**src/rtl/lc3_pipe_ctrl.sv**
```systemverilog
// rtl/lc3_pipe_ctrl.sv - LC-3 pipeline control FSM (fill/run/mem/branch) with registered enables.
// Define LC3_PIPE_CTRL_BYPASS_EN for operand bypass outputs; otherwise hazards insert a one-cycle stall.
module lc3_pipe_ctrl (
    input  logic        clock,
    input  logic        reset,
    input  logic        complete_data,
    input  logic [15:0] IR,
    input  logic [15:0] IR_Exec,
    input  logic [2:0]  NZP,
    input  logic [2:0]  psr,
    output logic        enable_fetch,
    output logic        enable_decode,
    output logic        enable_execute,
    output logic        enable_writeback,
    output logic        enable_updatePC,
    output logic        br_taken,
    output logic        bypass_alu_1,
    output logic        bypass_alu_2,
    output logic        bypass_mem_1,
    output logic        bypass_mem_2,
    output logic [1:0]  mem_state
);
    localparam logic [3:0] OP_BR  = 4'b0000, OP_ADD = 4'b0001, OP_LD  = 4'b0010,
                           OP_ST  = 4'b0011, OP_AND = 4'b0101, OP_LDR = 4'b0110,
                           OP_STR = 4'b0111, OP_NOT = 4'b1001, OP_LDI = 4'b1010,
                           OP_STI = 4'b1011, OP_JMP = 4'b1100;

    typedef enum logic [1:0] {S_FILL, S_RUN, S_MEM, S_BRANCH} state_t;

    state_t     state, state_nxt;
    logic [1:0] b_cnt, b_cnt_nxt;
    logic       st_seq, st_seq_nxt;

    logic       fetch_nxt, decode_nxt, execute_nxt, writeback_nxt, updpc_nxt, br_nxt;
    logic [1:0] mem_nxt;
    logic [3:0] byp_nxt;

    logic [3:0] op_d, op_x;
    logic       x_alu, x_load, x_store, d_alu, d_alu_reg, d_branch;
    logic       src1_hit, src2_hit, br_cond;
    logic       haz_alu_1, haz_alu_2, haz_mem_1, haz_mem_2;
    logic       mem_entry, br_entry, stall_entry;
    logic [1:0] mem_first, mem_step;
    logic       unused_bits;

    assign op_d        = IR[15:12];
    assign op_x        = IR_Exec[15:12];
    assign unused_bits = ^{IR[11:9], IR[4:3], IR_Exec[8:0]};

    assign x_alu     = (op_x == OP_ADD) || (op_x == OP_AND) || (op_x == OP_NOT);
    assign x_load    = (op_x == OP_LD) || (op_x == OP_LDR) || (op_x == OP_LDI);
    assign x_store   = (op_x == OP_ST) || (op_x == OP_STR) || (op_x == OP_STI);
    assign d_alu     = (op_d == OP_ADD) || (op_d == OP_AND) || (op_d == OP_NOT);
    assign d_alu_reg = ((op_d == OP_ADD) || (op_d == OP_AND)) && !IR[5];
    assign d_branch  = (op_d == OP_BR) || (op_d == OP_JMP);
    assign src1_hit  = (IR[8:6] == IR_Exec[11:9]);
    assign src2_hit  = (IR[2:0] == IR_Exec[11:9]);
    assign br_cond   = (op_x == OP_JMP) || (|(NZP & psr));

    assign haz_alu_1 = x_alu  && d_alu     && src1_hit;
    assign haz_alu_2 = x_alu  && d_alu_reg && src2_hit;
    assign haz_mem_1 = x_load && d_alu     && src1_hit;
    assign haz_mem_2 = x_load && d_alu_reg && src2_hit;

    // Memory entry outranks branch entry, which outranks a hazard stall.
    assign mem_entry = (state == S_RUN) && enable_execute && (x_load || x_store);
    assign br_entry  = (state == S_RUN) && enable_decode && d_branch;
`ifdef LC3_PIPE_CTRL_BYPASS_EN
    assign stall_entry = 1'b0;
`else
    assign stall_entry = (state == S_RUN) && enable_decode &&
                         (haz_alu_1 || haz_alu_2 || haz_mem_1 || haz_mem_2);
`endif

    always_comb begin
        case (op_x)
            OP_LD, OP_LDR:  mem_first = 2'd0;
            OP_LDI, OP_STI: mem_first = 2'd1;
            default:        mem_first = 2'd2;
        endcase
    end

    // Indirect accesses fetch the pointer (1) before the final read or write.
    always_comb begin
        case (mem_state)
            2'd1:    mem_step = st_seq ? 2'd2 : 2'd0;
            default: mem_step = 2'd3;
        endcase
    end

    always_ff @(posedge clock) begin
        if (reset) begin
            state            <= S_FILL;
            b_cnt            <= 2'd0;
            st_seq           <= 1'b0;
            enable_fetch     <= 1'b1;
            enable_decode    <= 1'b0;
            enable_execute   <= 1'b0;
            enable_writeback <= 1'b0;
            enable_updatePC  <= 1'b1;
            br_taken         <= 1'b0;
            mem_state        <= 2'd3;
            {bypass_alu_1, bypass_alu_2, bypass_mem_1, bypass_mem_2} <= 4'b0000;
        end else begin
            state            <= state_nxt;
            b_cnt            <= b_cnt_nxt;
            st_seq           <= st_seq_nxt;
            enable_fetch     <= fetch_nxt;
            enable_decode    <= decode_nxt;
            enable_execute   <= execute_nxt;
            enable_writeback <= writeback_nxt;
            enable_updatePC  <= updpc_nxt;
            br_taken         <= br_nxt;
            mem_state        <= mem_nxt;
            {bypass_alu_1, bypass_alu_2, bypass_mem_1, bypass_mem_2} <= byp_nxt;
        end
    end

    always_comb begin
        state_nxt  = state;
        b_cnt_nxt  = b_cnt;
        st_seq_nxt = st_seq;
        case (state)
            S_FILL: if (enable_decode && enable_execute) state_nxt = S_RUN;
            S_RUN: begin
                if (mem_entry) begin
                    state_nxt  = S_MEM;
                    st_seq_nxt = x_store;
                end else if (br_entry) begin
                    state_nxt = S_BRANCH;
                    b_cnt_nxt = 2'd0;
                end
            end
            S_MEM: if (complete_data && (mem_step == 2'd3)) state_nxt = S_RUN;
            default: begin
                if (b_cnt == 2'd2) state_nxt = S_RUN;
                else               b_cnt_nxt = b_cnt + 2'd1;
            end
        endcase
    end

    always_comb begin
        fetch_nxt     = enable_fetch;
        decode_nxt    = enable_decode;
        execute_nxt   = enable_execute;
        writeback_nxt = enable_writeback;
        updpc_nxt     = enable_updatePC;
        br_nxt        = 1'b0;
        mem_nxt       = mem_state;
        case (state)
            S_FILL: begin
                fetch_nxt     = 1'b1;
                updpc_nxt     = 1'b1;
                decode_nxt    = 1'b1;
                execute_nxt   = enable_decode;
                writeback_nxt = enable_execute;
                mem_nxt       = 2'd3;
            end
            S_RUN: begin
                mem_nxt = 2'd3;
                if (mem_entry) begin
                    {fetch_nxt, decode_nxt, execute_nxt, writeback_nxt, updpc_nxt} = 5'b00000;
                    mem_nxt = mem_first;
                end else if (br_entry || stall_entry) begin
                    {fetch_nxt, decode_nxt, execute_nxt, writeback_nxt, updpc_nxt} = 5'b00110;
                end else begin
                    {fetch_nxt, decode_nxt, execute_nxt, writeback_nxt, updpc_nxt} = 5'b11111;
                end
            end
            S_MEM: begin
                if (complete_data) begin
                    mem_nxt = mem_step;
                    if (mem_step == 2'd3)
                        {fetch_nxt, decode_nxt, execute_nxt, writeback_nxt, updpc_nxt} = 5'b11111;
                end
            end
            default: begin
                mem_nxt = 2'd3;
                case (b_cnt)
                    2'd0: {fetch_nxt, decode_nxt, execute_nxt, writeback_nxt, updpc_nxt} = 5'b00110;
                    2'd1: begin
                        {fetch_nxt, decode_nxt, execute_nxt, writeback_nxt, updpc_nxt} = 5'b10111;
                        br_nxt = br_cond;
                    end
                    default: {fetch_nxt, decode_nxt, execute_nxt, writeback_nxt, updpc_nxt} = 5'b11111;
                endcase
            end
        endcase
`ifdef LC3_PIPE_CTRL_BYPASS_EN
        byp_nxt = {haz_alu_1, haz_alu_2, haz_mem_1, haz_mem_2} & {4{execute_nxt}};
`else
        byp_nxt = 4'b0000;
`endif
    end
endmodule

```
**config.mk**
```make
export PLATFORM = sky130hd
export DESIGN_NAME = lc3_pipe_ctrl
export DESIGN_NICKNAME = d
export VERILOG_FILES = /design/src/rtl/lc3_pipe_ctrl.sv
export SDC_FILE = /design/constraint.sdc
export NUM_CORES = 1
export LEC_CHECK = 0
export BUFFER_PORTS_ARGS = -buffer_cell sky130_fd_sc_hd__buf_2
export CAP_MARGIN = 0
export CORE_MARGIN = 2
export CORE_UTILIZATION = 49
export CTS_BUF_LIST = sky130_fd_sc_hd__clkbuf_4 sky130_fd_sc_hd__clkbuf_8
export DETAILED_ROUTE_END_ITERATION = 12
export MAX_ROUTING_LAYER = met4
export PLACE_DENSITY = 0.94
export SLEW_MARGIN = 20
export SYNTH_ARGS = -nofsm -noshare
export SYNTH_HDL_FRONTEND = slang
export SYNTH_SLANG_ARGS = --single-unit
```
**constraint.sdc**
```tcl
create_clock -name clock -period 3.1 [get_ports clock]
set_clock_uncertainty 0.15 [all_clocks]
set_input_delay 0.155 -clock clock [delete_from_list [all_inputs] [get_ports clock]]
set_output_delay 0.155 -clock clock [all_outputs]
set_load 0.05 [all_outputs]
```
==> metrics.md, run 1 <==
| Metric | Value |
|---|---|
| Status | `completed` |
| Yosys warnings | `0` |
| Bufs on Longest Clock Path | `2` |
| I/O pins | `53` |
| Post-route insts no fill | `173` |
| H-tree levels | `1` |
| Area of the die | `2340 um^2` |
| Comb power frac | `57.2%` |
| Vias in the first global route | `1031` |
| Int Pwr | `448 uW` |
| Critical path arrival | `2.21 ns` |
| CTS Sinks | `12` |
| Total net switching power | `468 uW` |
| CTS root buffer | `clkbuf_4` |
| CP max stage cell | `a2111oi_0` |
| Number of fill cells | `163` |
| CP Class | `reg -> reg` |
| Worst Path Max Fanout | `9` |
| Routed WL per cell | `14.6 um` |
| Die height | `48.3 um` |
| Synth Flop Type | `dfxtp_1` |
| Buffers & Inverters on Critical Path | `1` |
| Post-synth EDFFs | `0` |
| Max Freq | `455 MHz` |
| Area growth, synth to finish | `20.1%` |
| Most frequent cell after synthesis | `dfxtp_1` |
| #FFs+latches synth | `12` |
| Final setup vio count | `0` |
| VDD IR max | `0.419 mV` |
| Final hold slack | `0.0607 ns` |
| Avg Inst Size Synth | `8.38 um^2` |
| Max-Cap Viols | `0` |
| Crit share post-route | `70.9%` |
| Leak | `0.499 nW` |
| 1st-iter DRT viols | `42` |
| Setup_tns | `0 ns` |
| Clock Power Share | `13.9%` |
| Post-Route WL | `2530 um` |
| Final antenna-violating net count | `0` |
| N_diodes | `0` |
| Rel. slew slack | `65.2%` |
| Leading area contributor after synthesis | `dfxtp_1` |
| Total CTS buffers | `3` |
| Synth Instances | `115` |
| Sequential share of the synthesized area | `24.9%` |
| Ratio of cells with drive above 1 in the final layout | `31.5%` |
| Final Hold Fails | `0` |
| Slew Limit Fails | `0` |
| RSZ-0062 raised after global routing | `false` |
| Largest net degree at the start of global routing | `14` |
| Seq pwr share | `28.8%` |
| GPL Wtd Cong | `0.818` |
| Cell area after synthesis | `963 um^2` |
| Critical path, cell by cell | `inv_1 > ha_1 > nand3b_4 > or3_4 > a2111oi_0 > nor3_1` |
| Cell Rows | `16` |
| Worst stage delay on the critical path | `0.47 ns` |
| DR vias/cell | `5.97` |
| Post-CTS sizing | `0` |
| Starting Density | `50.7%` |
| Clk slew on worst S/H paths | `0.08 ns` |
| Vias | `1033` |
| Switching fraction of total power | `51.1%` |
| Yosys top cell area share | `24.9%` |
| Die Wd | `48.3 um` |
| Pre-antenna DRT Iters | `4` |
| Post-synth cell types | `42` |
| Area of the core | `1900 um^2` |
| R2R setup slack | `0.90 ns` |
| Antenna violations before repair | `0` |
| Most instantiated cells after synthesis | `dfxtp_1 (12), nor2_1 (9), nand2_1 (8)` |
| Slew @ Worst Pin | `0.517 ns` |
| Synth async-reset ratio | `0%` |
| Period minus WS final | `2.20 ns` |
| Element type at the critical path end | `flip-flop` |
| Grt total ovfl | `0` |
| Crit-path leading delay family | `simple AND/OR/NAND/NOR gates` |
| CP Launch Type | `flip-flop` |
| # DRC | `0` |
| Min-Delay Path Class | `in -> reg` |
| Placed insts | `168` |
| PortBufs | `34` |
| First-pass GRT wire length | `4150 um` |
| Fin nets | `195` |
| Worst skew pair latency | `0.28 ns` |
| GRT Util Overall | `22.9%` |
| CTS tree | `yes` |
| Largest cells by area after synthesis | `dfxtp_1 (25%), ha_1 (9.1%), xnor2_1 (5.5%), a2111oi_0 (4.5%), a211oi_1 (3.9%)` |
| CP Data Required Time | `3.11 ns` |
| DP Wirelength | `1870 um` |
| PwrDens | `791 nW/um^2` |
kinds of logic after synthesis:
kind of cell             synth area share [%]
XOR/XNOR                                 7.27
adder cells (fa/ha/maj)                  9.09
AND/OR/NAND/NOR                          24.7
other                                   0.389
buffers and inverters                    9.74
flip-flops                               24.9
AO/OA/AOI/OAI                            23.9
power groups by stage:
stage / Clock, mW / Combinational [mW] / Sequential (mW)
6_report: 0.128 / 0.524 / 0.264
5_1_grt: 0.137 / 0.562 / 0.270
4_1_cts: 0.131 / 0.519 / 0.259
3_5_place_dp: 0 / 0.511 / 0.263
3_3_place_gp: 0 / 0.495 / 0.257
2_1_floorplan: 0 / 0.301 / 0.374
worst register-to-register path, delay by kind of cell (launching register included):
kind / cells / cell delay, ns
AOI/OAI and AO/OA: 1 / 0.47
and+or+nand+nor: 3 / 0.63
DFF: 1 / 0.34
adders and majority gates: 1 / 0.40
buffers and inverters: 1 / 0.10
path summary, 6_finish.rpt:
check,from,endpoint,cells past startpoint
setup / recovery,state[1],enable_updatePC,6
hold / removal,reset,b_cnt[1],2
setup reg to reg,state[1],enable_updatePC,6
hold reg to reg,st_seq,st_seq,2
cell usage in the layout, fill, tap and decap left out, types with 4 or more instances in the layout:
cell,count
a2111oi_0,5
xnor2_1,6
inv_1,7
ha_1,7
nand2_1,8
nor2_1,9
buf_2,34
dfxtp_1,12
a211oi_1,5
conb_1,4
per-stage QoR:
stage | util (%) | instance area [um^2] | worst slack [ns] | total power, mW
6_report | 60.9 | 1160 | 0.901 | 0.916
5_1_grt | 60.9 | 1160 | 0.769 | 0.968
4_1_cts | 60.9 | 1160 | 0.911 | 0.909
3_5_place_dp | 58.4 | 1110 | 0.932 | 0.774
3_3_place_gp | 58.4 | 1110 | 1.05 | 0.752
2_1_floorplan | - | 975 | 1.15 | 0.674
cell type report:
| type | instances | area [um^2] | share of cell area [%] |
|---|---|---|---|
| multi-input combinational | 88 | 641 | 55.4 |
| sequential | 12 | 240 | 20.8 |
| timing repair buffer | 35 | 180 | 15.6 |
| clock buffer | 4 | 36.3 | 3.14 |
| tap | 27 | 33.8 | 2.92 |
| inverter | 7 | 26.3 | 2.27 |
flip-flops by register name (all words and copies together), names as in the netlist:
register / flops
enable_execute: 1
state: 2
br_taken: 1
st_seq: 1
enable_updatePC: 1
enable_writeback: 1
enable_decode: 1
b_cnt: 2
mem_state: 2
routing by layer:
layer	wire (um)	global-route usage, %	share of wire [%]
met1	881	20.3	35
met2	1340	43.3	53
met3	233	9.26	9.2
met4	81	8.57	3.2
met5	0	-	0
repair_timing:
action	CTS	global route
endpoints found under the hold margin	1	0
buffers inserted	0	0
hold buffers	1	0
Power figures use the tool's default switching activity.
==> inputs of run 2 (changes only) <==
- CORE_UTILIZATION: 49 -> 41
- PLACE_DENSITY: 0.94 -> 0.85
- clock period: 3.1 -> 1.97 ns (I/O delays scaled with it)
==> run 2 against run 1 <==
Register-to-register slack worse by 0.88 ns. Total power increased by 72%. Clock-buffer cell count did not move. Hold slack got worse by 0.048 ns. Sequential share of layout area down 1.7 points. Combinational power grew 83%. Wire length rose by 7.4%. Setup slack lost 0.88 ns. Non-clock buffer count increased by 6. Critical path type unchanged. Largest cell class unchanged.
==> metrics.md, run 2 (same netlist as run 1, synthesis figures left out) <==
| Metric | Value |
|---|---|
| Most frequent cells in the layout | `buf_2 (34), dfxtp_1 (11), nor2_1 (9)` |
| Post-Route WL | `2720 um (+7.4%)` |
| Slew @ Worst Pin | `0.568 ns (+0.0507 ns)` |
| Bufs on Longest Clock Path | `2 (unchanged)` |
| Most common cell after layout, fill and taps aside | `buf_2` |
| Total CTS buffers | `3 (unchanged)` |
| Routed WL per cell | `15.1 um (+3.2%)` |
| DP Wirelength | `2000 um (+6.4%)` |
| Rel. slew slack | `61.7% (-3.5 points)` |
| First-pass GRT wire length | `4130 um (-0.65%)` |
| # DRC | `0 (unchanged)` |
| M1 GR Usage | `22.6% (+2.3 points)` |
| CTS Sinks | `12 (unchanged)` |
| Area of the die | `2750 um^2 (+18%)` |
| Leak | `0.535 nW (+7.2%)` |
| Clk slew on worst S/H paths | `0.08 ns (about the same)` |
| Worst skew pair latency | `0.28 ns (about the same)` |
| CTS tree | `yes` |
| Vias | `1052 (+1.8%)` |
| Max-Cap Viols | `0 (unchanged)` |
| Starting Density | `43.6% (-7.1 points)` |
| GRT Util Overall | `21.2% (-1.7 points)` |
| Final Hold Fails | `0 (unchanged)` |
| Die height | `52.5 um (+8.6%)` |
| 1st-iter DRT viols | `55 (+31%)` |
| Met3 Resource Use GR | `6.29% (-3.0 points)` |
| N_diodes | `0 (unchanged)` |
| Min-Delay Path Class | `in -> reg` |
| Critical path arrival | `1.96 ns (-0.25 ns)` |
| I/O pins | `53 (unchanged)` |
| Status | `completed` |
| Met2 usage | `37.3% (-6.0 points)` |
| GPL Wtd Cong | `0.932 (+14%)` |
| Largest net degree at the start of global routing | `14 (unchanged)` |
| PwrDens | `1240 nW/um^2 (+56%)` |
| Die Wd | `52.5 um (+8.6%)` |
| Largest regs | `b_cnt (2), mem_state (2), state (2)` |
| Fin nets | `201 (+3.1%)` |
| CP Data Required Time | `1.98 ns (-1.13 ns)` |
| Cell Rows | `17 (+1)` |
| CTS root buffer | `clkbuf_4` |
| PortBufs | `34 (unchanged)` |
| H-tree levels | `1 (unchanged)` |
| Ratio of cells with drive above 1 in the final layout | `41.4% (+9.9 points)` |
| Setup slack after layout | `0.0191 ns (-0.882 ns)` |
| Element type at the critical path end | `flip-flop` |
| CP Launch Type | `flip-flop` |
| Final antenna-violating net count | `0 (unchanged)` |
| Grt total ovfl | `0 (unchanged)` |
| VDD IR max | `0.764 mV (+83%)` |
| Crit share post-route | `99.0% (+28 points)` |
| Vias in the first global route | `945 (-8.3%)` |
| Period minus WS final | `1.95 ns (-0.248 ns)` |
| Pre-CTS setup slack | `-0.0445 ns (-0.976 ns)` |
| CP Class | `reg -> reg` |
| Pre-antenna DRT Iters | `4 (unchanged)` |
| Area growth, synth to finish | `31.7%` |
| DR vias/cell | `5.84 (-2.1%)` |
| Busiest layer in global routing | `met2` |
| Antenna violations before repair | `0 (unchanged)` |
| Final setup vio count | `0 (unchanged)` |
| Slew Limit Fails | `0 (unchanged)` |
| Setup_tns | `0 ns (unchanged)` |
| Worst Path Max Fanout | `5 (-4)` |
| Area of the core | `2210 um^2 (+16%)` |
| Max Freq | `513 MHz (+13%)` |
[run 2: repair_timing]
item / 4_1_cts / 5_1_grt
gates cloned: 0 / 0
hold endpoints to repair: 1 / 0
hold buffers: 1 / 0
pin swaps: 0 / 2
resized for setup: 1 / 15
setup endpoints to repair: 3 / 5
setup buffers: 0 / 1
[run 2: layout make-up]
type | count | area, um^2
Tap cell | 28 | 35.0
Multi-Input combinational cell | 88 | 704
Clock buffer | 4 | 36.3
Timing Repair Buffer | 41 | 225
Sequential cell | 12 | 241
Fill cell | 205 | 943
Inverter | 7 | 26.3
[run 2: stage by stage]
stage	hold slack [ns]	power, mW	cells	utilization, %	area (um^2)
finish	0.0123	1.57	180	57.4	1270
global route	0.0102	1.66	180	57.4	1270
CTS	0.0172	1.51	179	54.4	1200
detailed placement	0.256	1.29	174	52.0	1150
global placement	0.236	1.25	174	52.0	1150
floorplan	0.0845	1.06	118	-	975
[run 2: layer usage]
metal / wire length, um / part of all wire [%]
met5: 0 / 0
met2: 1380 / 51
met1: 1060 / 39
met4: 75 / 2.8
met3: 199 / 7.3
[run 2: report_power, final]
part	total [mW]	internal, mW	leakage, nW	switching, mW
combinational	0.960	0.342	0.414	0.618
sequential	0.410	0.326	0.0991	0.0837
clock	0.201	0.113	0.0210	0.0885
total	1.57	0.780	0.535	0.791
[run 2: critical path: stages (launching register included)]
cell and delay (ns):
dfxtp_2 0.37, inv_1 0.09, ha_1 0.29, nor3b_2 0.21, nand4b_1 0.18, a2111oi_2 0.43
nor4_1 0.11
[run 2: worst paths after layout]
| path | startpoint | to | slack (ns) | cells past startpoint |
|---|---|---|---|---|
| worst max-delay path | state[0] | enable_decode | 0.02 | 6 |
| worst min-delay path | reset | state[0] | 0.01 | 2 |
| worst max register to register | state[0] | enable_decode | 0.02 | 6 |
| worst min register to register | st_seq | st_seq | 0.32 | 2 |
